--- src/rtl/ring_count_capture.sv ---
// Ring-oscillator edge counter: synchronises ring_in, counts edges over a gated window, holds the result under valid/ack.
// Optional build macro RING_COUNT_BOTH_EDGES_EN counts falling as well as rising synchronised edges.
module ring_count_capture #(
  parameter int COUNT_W     = 32,
  parameter int WINDOW_W    = 32,
  parameter int SYNC_STAGES = 2
) (
  input  logic                wb_clk_i,
  input  logic                wb_rst_n,
  input  logic                ring_in,
  input  logic                start,
  input  logic [WINDOW_W-1:0] window_cycles,
  input  logic                count_ack,
  output logic                ring_en,
  output logic                busy,
  output logic [COUNT_W-1:0]  count_out,
  output logic                count_valid,
  output logic                overflow
);

  localparam int ARM_W = $clog2(SYNC_STAGES + 1);

  typedef enum logic [1:0] {IDLE, ARM, COUNT, HOLD} state_t;

  state_t                 state;
  logic [SYNC_STAGES-1:0] sync;
  logic                   prev;
  logic                   sync_last;
  logic                   ring_edge;
  logic [WINDOW_W-1:0]    window_lat;
  logic [WINDOW_W-1:0]    timer;
  logic [ARM_W-1:0]       arm_cnt;
  logic [COUNT_W-1:0]     count;
  logic [COUNT_W:0]       count_inc;
  logic [COUNT_W-1:0]     next_count;
  logic                   next_ovf;

  // MSB of the result flags an increment attempted while already saturated.
  function automatic logic [COUNT_W:0] sat_inc(input logic [COUNT_W-1:0] v);
    if (&v) return {1'b1, v};
    else    return {1'b0, v + 1'b1};
  endfunction

  assign sync_last = sync[SYNC_STAGES-1];

`ifdef RING_COUNT_BOTH_EDGES_EN
  assign ring_edge = sync_last ^ prev;
`else
  assign ring_edge = sync_last & ~prev;
`endif

  always_comb begin
    count_inc  = sat_inc(count);
    next_count = count;
    next_ovf   = overflow;
    if (ring_edge) begin
      next_count = count_inc[COUNT_W-1:0];
      next_ovf   = overflow | count_inc[COUNT_W];
    end
  end

  // ---- synchroniser and edge-detect stage ----
  always_ff @(posedge wb_clk_i) begin
    if (!wb_rst_n) begin
      sync <= '0;
      prev <= 1'b0;
    end else begin
      sync <= {sync[SYNC_STAGES-2:0], ring_in};
      prev <= sync_last;
    end
  end

  // ---- measurement control stage ----
  always_ff @(posedge wb_clk_i) begin
    if (!wb_rst_n) begin
      state       <= IDLE;
      window_lat  <= '0;
      timer       <= '0;
      arm_cnt     <= '0;
      count       <= '0;
      count_out   <= '0;
      count_valid <= 1'b0;
      overflow    <= 1'b0;
      ring_en     <= 1'b0;
      busy        <= 1'b0;
    end else begin
      case (state)
        IDLE: begin
          if (start) begin
            window_lat <= window_cycles;
            count      <= '0;
            overflow   <= 1'b0;
            arm_cnt    <= '0;
            ring_en    <= 1'b1;
            busy       <= 1'b1;
            state      <= ARM;
          end
        end
        ARM: begin
          // Stale synchroniser contents are flushed before any edge is counted.
          if (arm_cnt == ARM_W'(SYNC_STAGES)) begin
            if (window_lat == '0) begin
              count_out   <= '0;
              count_valid <= 1'b1;
              ring_en     <= 1'b0;
              busy        <= 1'b0;
              state       <= HOLD;
            end else begin
              timer <= window_lat;
              state <= COUNT;
            end
          end else begin
            arm_cnt <= arm_cnt + 1'b1;
          end
        end
        COUNT: begin
          count    <= next_count;
          overflow <= next_ovf;
          timer    <= timer - 1'b1;
          if (timer == WINDOW_W'(1)) begin
            count_out   <= next_count;
            count_valid <= 1'b1;
            ring_en     <= 1'b0;
            busy        <= 1'b0;
            state       <= HOLD;
          end
        end
        HOLD: begin
          if (count_ack) begin
            count_valid <= 1'b0;
            state       <= IDLE;
          end
        end
        default: state <= IDLE;
      endcase
    end
  end

endmodule

--- config.mk ---
export PLATFORM = sky130hd
export DESIGN_NAME = ring_count_capture
export DESIGN_NICKNAME = d
export VERILOG_FILES = /design/src/rtl/ring_count_capture.sv
export SDC_FILE = /design/constraint.sdc
export NUM_CORES = 1
export LEC_CHECK = 0
export ABC_AREA = 1
export CORE_MARGIN = 1
export CORE_UTILIZATION = 39
export DETAILED_ROUTE_END_ITERATION = 8
export PLACE_DENSITY_LB_ADDON = 0.08
export SETUP_SLACK_MARGIN = 0.1
export SLEW_MARGIN = 20
export SYNTH_ARGS = -nofsm -noshare
export SYNTH_HDL_FRONTEND = slang
export SYNTH_SLANG_ARGS = --single-unit
--- constraint.sdc ---
create_clock -name wb_clk_i -period 5.8 [get_ports wb_clk_i]
set_input_delay 1.16 -clock wb_clk_i [delete_from_list [all_inputs] [get_ports wb_clk_i]]
set_output_delay 1.16 -clock wb_clk_i [all_outputs]
set_load 0.005 [all_outputs]
==> metrics.md <==
| Metric | Value |
|---|---|
| Worst Hold Class | reg -> reg |
| First-pass GRT wire length | about 36 mm |
| Slew @ Worst Pin | around 0.83 ns |
| Final hold vios | 0 |
| Worst Path Buf+Inv | 4 |
| Layout cells sized above 1 | about 5.4% |
| Area growth, synth to finish | 18.1% |
| Total track usage | between 20% and 30% |
| Setup WS pre-CTS | a little under 2 ns |
| Vias per inst | between 4 and 5 |
| Met3 usage | 3.50% |
| Finished Cell Area | approximately 9300 um2 |
| Cell Pwr Density | 560 nW/um2 |
| Static leakage | ~3.8 nW |
| # Post-CTS Setup Buffers | 0 |
| CTS tree | yes |
| Setup TNS | 0 ns |
| Remaining global-route overflow | 0 |
| Hold buffer count at cts | 0 |
| Synth warnings | 0 |
| RSZ-0062 raised after global routing | false |
| Synth cell count leaders | nand2_1 (272), nor2_1 (230), dfxtp_1 (138) |
| I/O pin count | 73 |
| Detailed Route Iter0 Violations | 599 |
| Largest net degree at the start of global routing | approximately 90 |
| Top cell type by total area after synthesis | dfxtp_1 |
| Vias | between 7000 and 8000 |
| Yosys cell types | 36 |
| Num CTS Buffers | 17 |
| Mapped Nets | 1297 |
| Worst Setup Path Type | in -> reg |
| Post-route ant nets | 0 |
| Post-synthesis sequential area ratio | 35.2% |
| Final Critical Period | about 3.4 ns |
| Row Count | 51 |
| Met1 GRT Util | approximately 34% |
| Clock Skew | approximately 0.0077 ns |
| Crit Path Max Fanout | 34 |
| Reg2Reg Depth | 8 |
| Diode count | 0 |
| Root buf cell | clkbuf_16 |
| Fin util | a little under half |
| Startpoint class of the critical path | input port |
| Fin nets | between 1000 and 1500 |
| CP peak stage delay | between 0.6 and 0.7 ns |
| WP data required | between 6 and 7 ns |
| Synth Flop Type | dfxtp_1 |
| Peak supply drop | around 250 uV |
| Chip Width | around 140 um |
| Die ar. | just over 20000 um2 |
| Post-synth top area share | a little over a third |
| Post-cts resize count | 0 |
| Worst skew pair latency | roughly 0.42 ns |
| Placeable Area | ~20000 um2 |
| Number of global-route vias before repair | 7046 |
| GRT busiest layer | met1 |
| Fmax | a little under 0.3 GHz |
| Post-DP HPWL | between 10 and 15 mm |
| # setup viols final | 0 |
| Status | completed |
| Syn avg cell area | approximately 6.3 um2 |
| Die height | 144 um |
| Slowest CP cell | clkinv_1 |
| Clock-pin slew on the worst setup and hold paths | 0.06 ns |
| Sink Count | between 100 and 150 |
| Count leader, synth | nand2_1 |
| Ranking of synthesized cells by area | dfxtp_1 (35%), nand2_1 (13%), nor2_1 (11%) |
| EDFF count, synth | 0 |
| Relative slew margins | 44.6% |
| Critical path's top delay family | buffers and inverters |
| GR Util met2 | a little under a third |
| Setup ws final | 2.36 ns |
| Crit path cell chain | clkdlybuf4s50_1 > nand2_1 > inv_1 > a21oi_1 > clkinv_1 > buf_4 > o21ai_0 > a21oi_1 |
| Gate Count Post-Synth | 1251 |
| Final wirelength | 22.0 mm |
| Initial core utilization | between 40% and 50% |
| Placer Congestion | about 0.84 |
| Max-Cap Viols | 0 |
| Endpoint class of the critical path | flop |
| Post-DP Area | approximately 8700 um2 |
| Final routed DRC violation total | 0 |
| Initial antenna violation count | 0 |
| Synthesized area | 7850 um2 |
| IO Port Bufs | 72 |
| Fin crit share | approximately three fifths |
| Max-slew violations | 0 |
| Crit. path cell count | 8 |
| Worst hold path depth | 2 |
| Async S/R FF share, synth | 0% |
| Most frequent CP cell | a21oi_1 |
| Clk buf depth | 2 |
| Post-synthesis sequential element count | around 140 |
| H-tree lvl count | 4 |
| Routed len/inst | around 14 um |
| Critical path data arrival time | roughly 3.7 ns |
| Drt first pass iters | 5 |
[path summary, 6_finish.rpt]
path                 start        end  slack, ns
setup reg to reg  state[0]  count[16]       2.79
hold reg to reg    sync[0]    sync[1]       0.43
hold / removal     sync[0]    sync[1]       0.43
setup / recovery     start  count[16]       2.36
[where the power goes]
| group | total (mW) | switching [mW] | internal (mW) |
|---|---|---|---|
| combinational | 2.56 | 1.67 | 0.890 |
| clock | 1.10 | 0.427 | 0.678 |
| sequential | 1.54 | 0.279 | 1.26 |
[metrics by stage]
step | instances | power [mW] | hold WS, ns
2_1_floorplan | 1251 | 3.37 | 0.390
3_3_place_gp | 1537 | 4.06 | 0.417
3_5_place_dp | 1537 | 4.08 | 0.412
4_1_cts | 1569 | 5.21 | 0.433
5_1_grt | 1569 | 5.72 | 0.446
6_report | 1569 | 5.20 | 0.427
[cell usage in the layout, fill, tap and decap left out, types with 3 or more instances in the layout]
cell type / count
nand2_1: 272
nor2_1: 229
dfxtp_1: 138
o21ai_0: 126
inv_1: 123
a21oi_1: 105
nand3_1: 93
clkdlybuf4s50_1: 71
nand4_1: 17
clkbuf_16: 17
xor2_1: 11
nor2_2: 8
ha_1: 8
nor3_1: 7
buf_4: 7
nand3_2: 6
o21ai_1: 5
and2_1: 5
nand2_2: 5
clkinvlp_4: 5
nor2_4: 4
xnor2_1: 4
nand3b_1: 4
o211ai_1: 4
clkbuf_8: 4
o31ai_1: 3
[metal layers]
layer | share of wire [%] | vias to the layer above
li1 | - | 4102
met1 | 54 | 3454
met2 | 40 | 179
met3 | 4.7 | 16
met4 | 0.93 | 0
met5 | 0 | -
[cell families after synthesis]
kind of cell / count (synthesis) / synth area share (%)
AOI/OAI and AO/OA: 248 / 16.2
xor gates and xnor gates: 15 / 1.67
adders and majority gates: 9 / 1.43
buffers and inverters: 184 / 9.63
DFF: 138 / 35.2
and+or+nand+nor: 657 / 35.9
[state kept, by name, summed over array words and instances, names as in the netlist]
signal,flops
state,2
count,32
timer,32
count_valid,1
sync,2
window_lat,32
busy,1
prev,1
overflow,1
arm_cnt,2
count_out,32
[final cells by class]
cell class,instances,area [um2]
tap,265,332
fill,2091,10300
clock inverter,10,116
clock buffer,22,484
sequential,138,2760
multi-input combinational,929,4340
inverter,126,473
timing repair buffer,79,768
[tightest hold or removal path, stage by stage, from the launching register on]
cell     delay (ns)
dfxtp_1        0.31
nand2_1        0.05
inv_1          0.04
(Power assumes the default switching activity.)
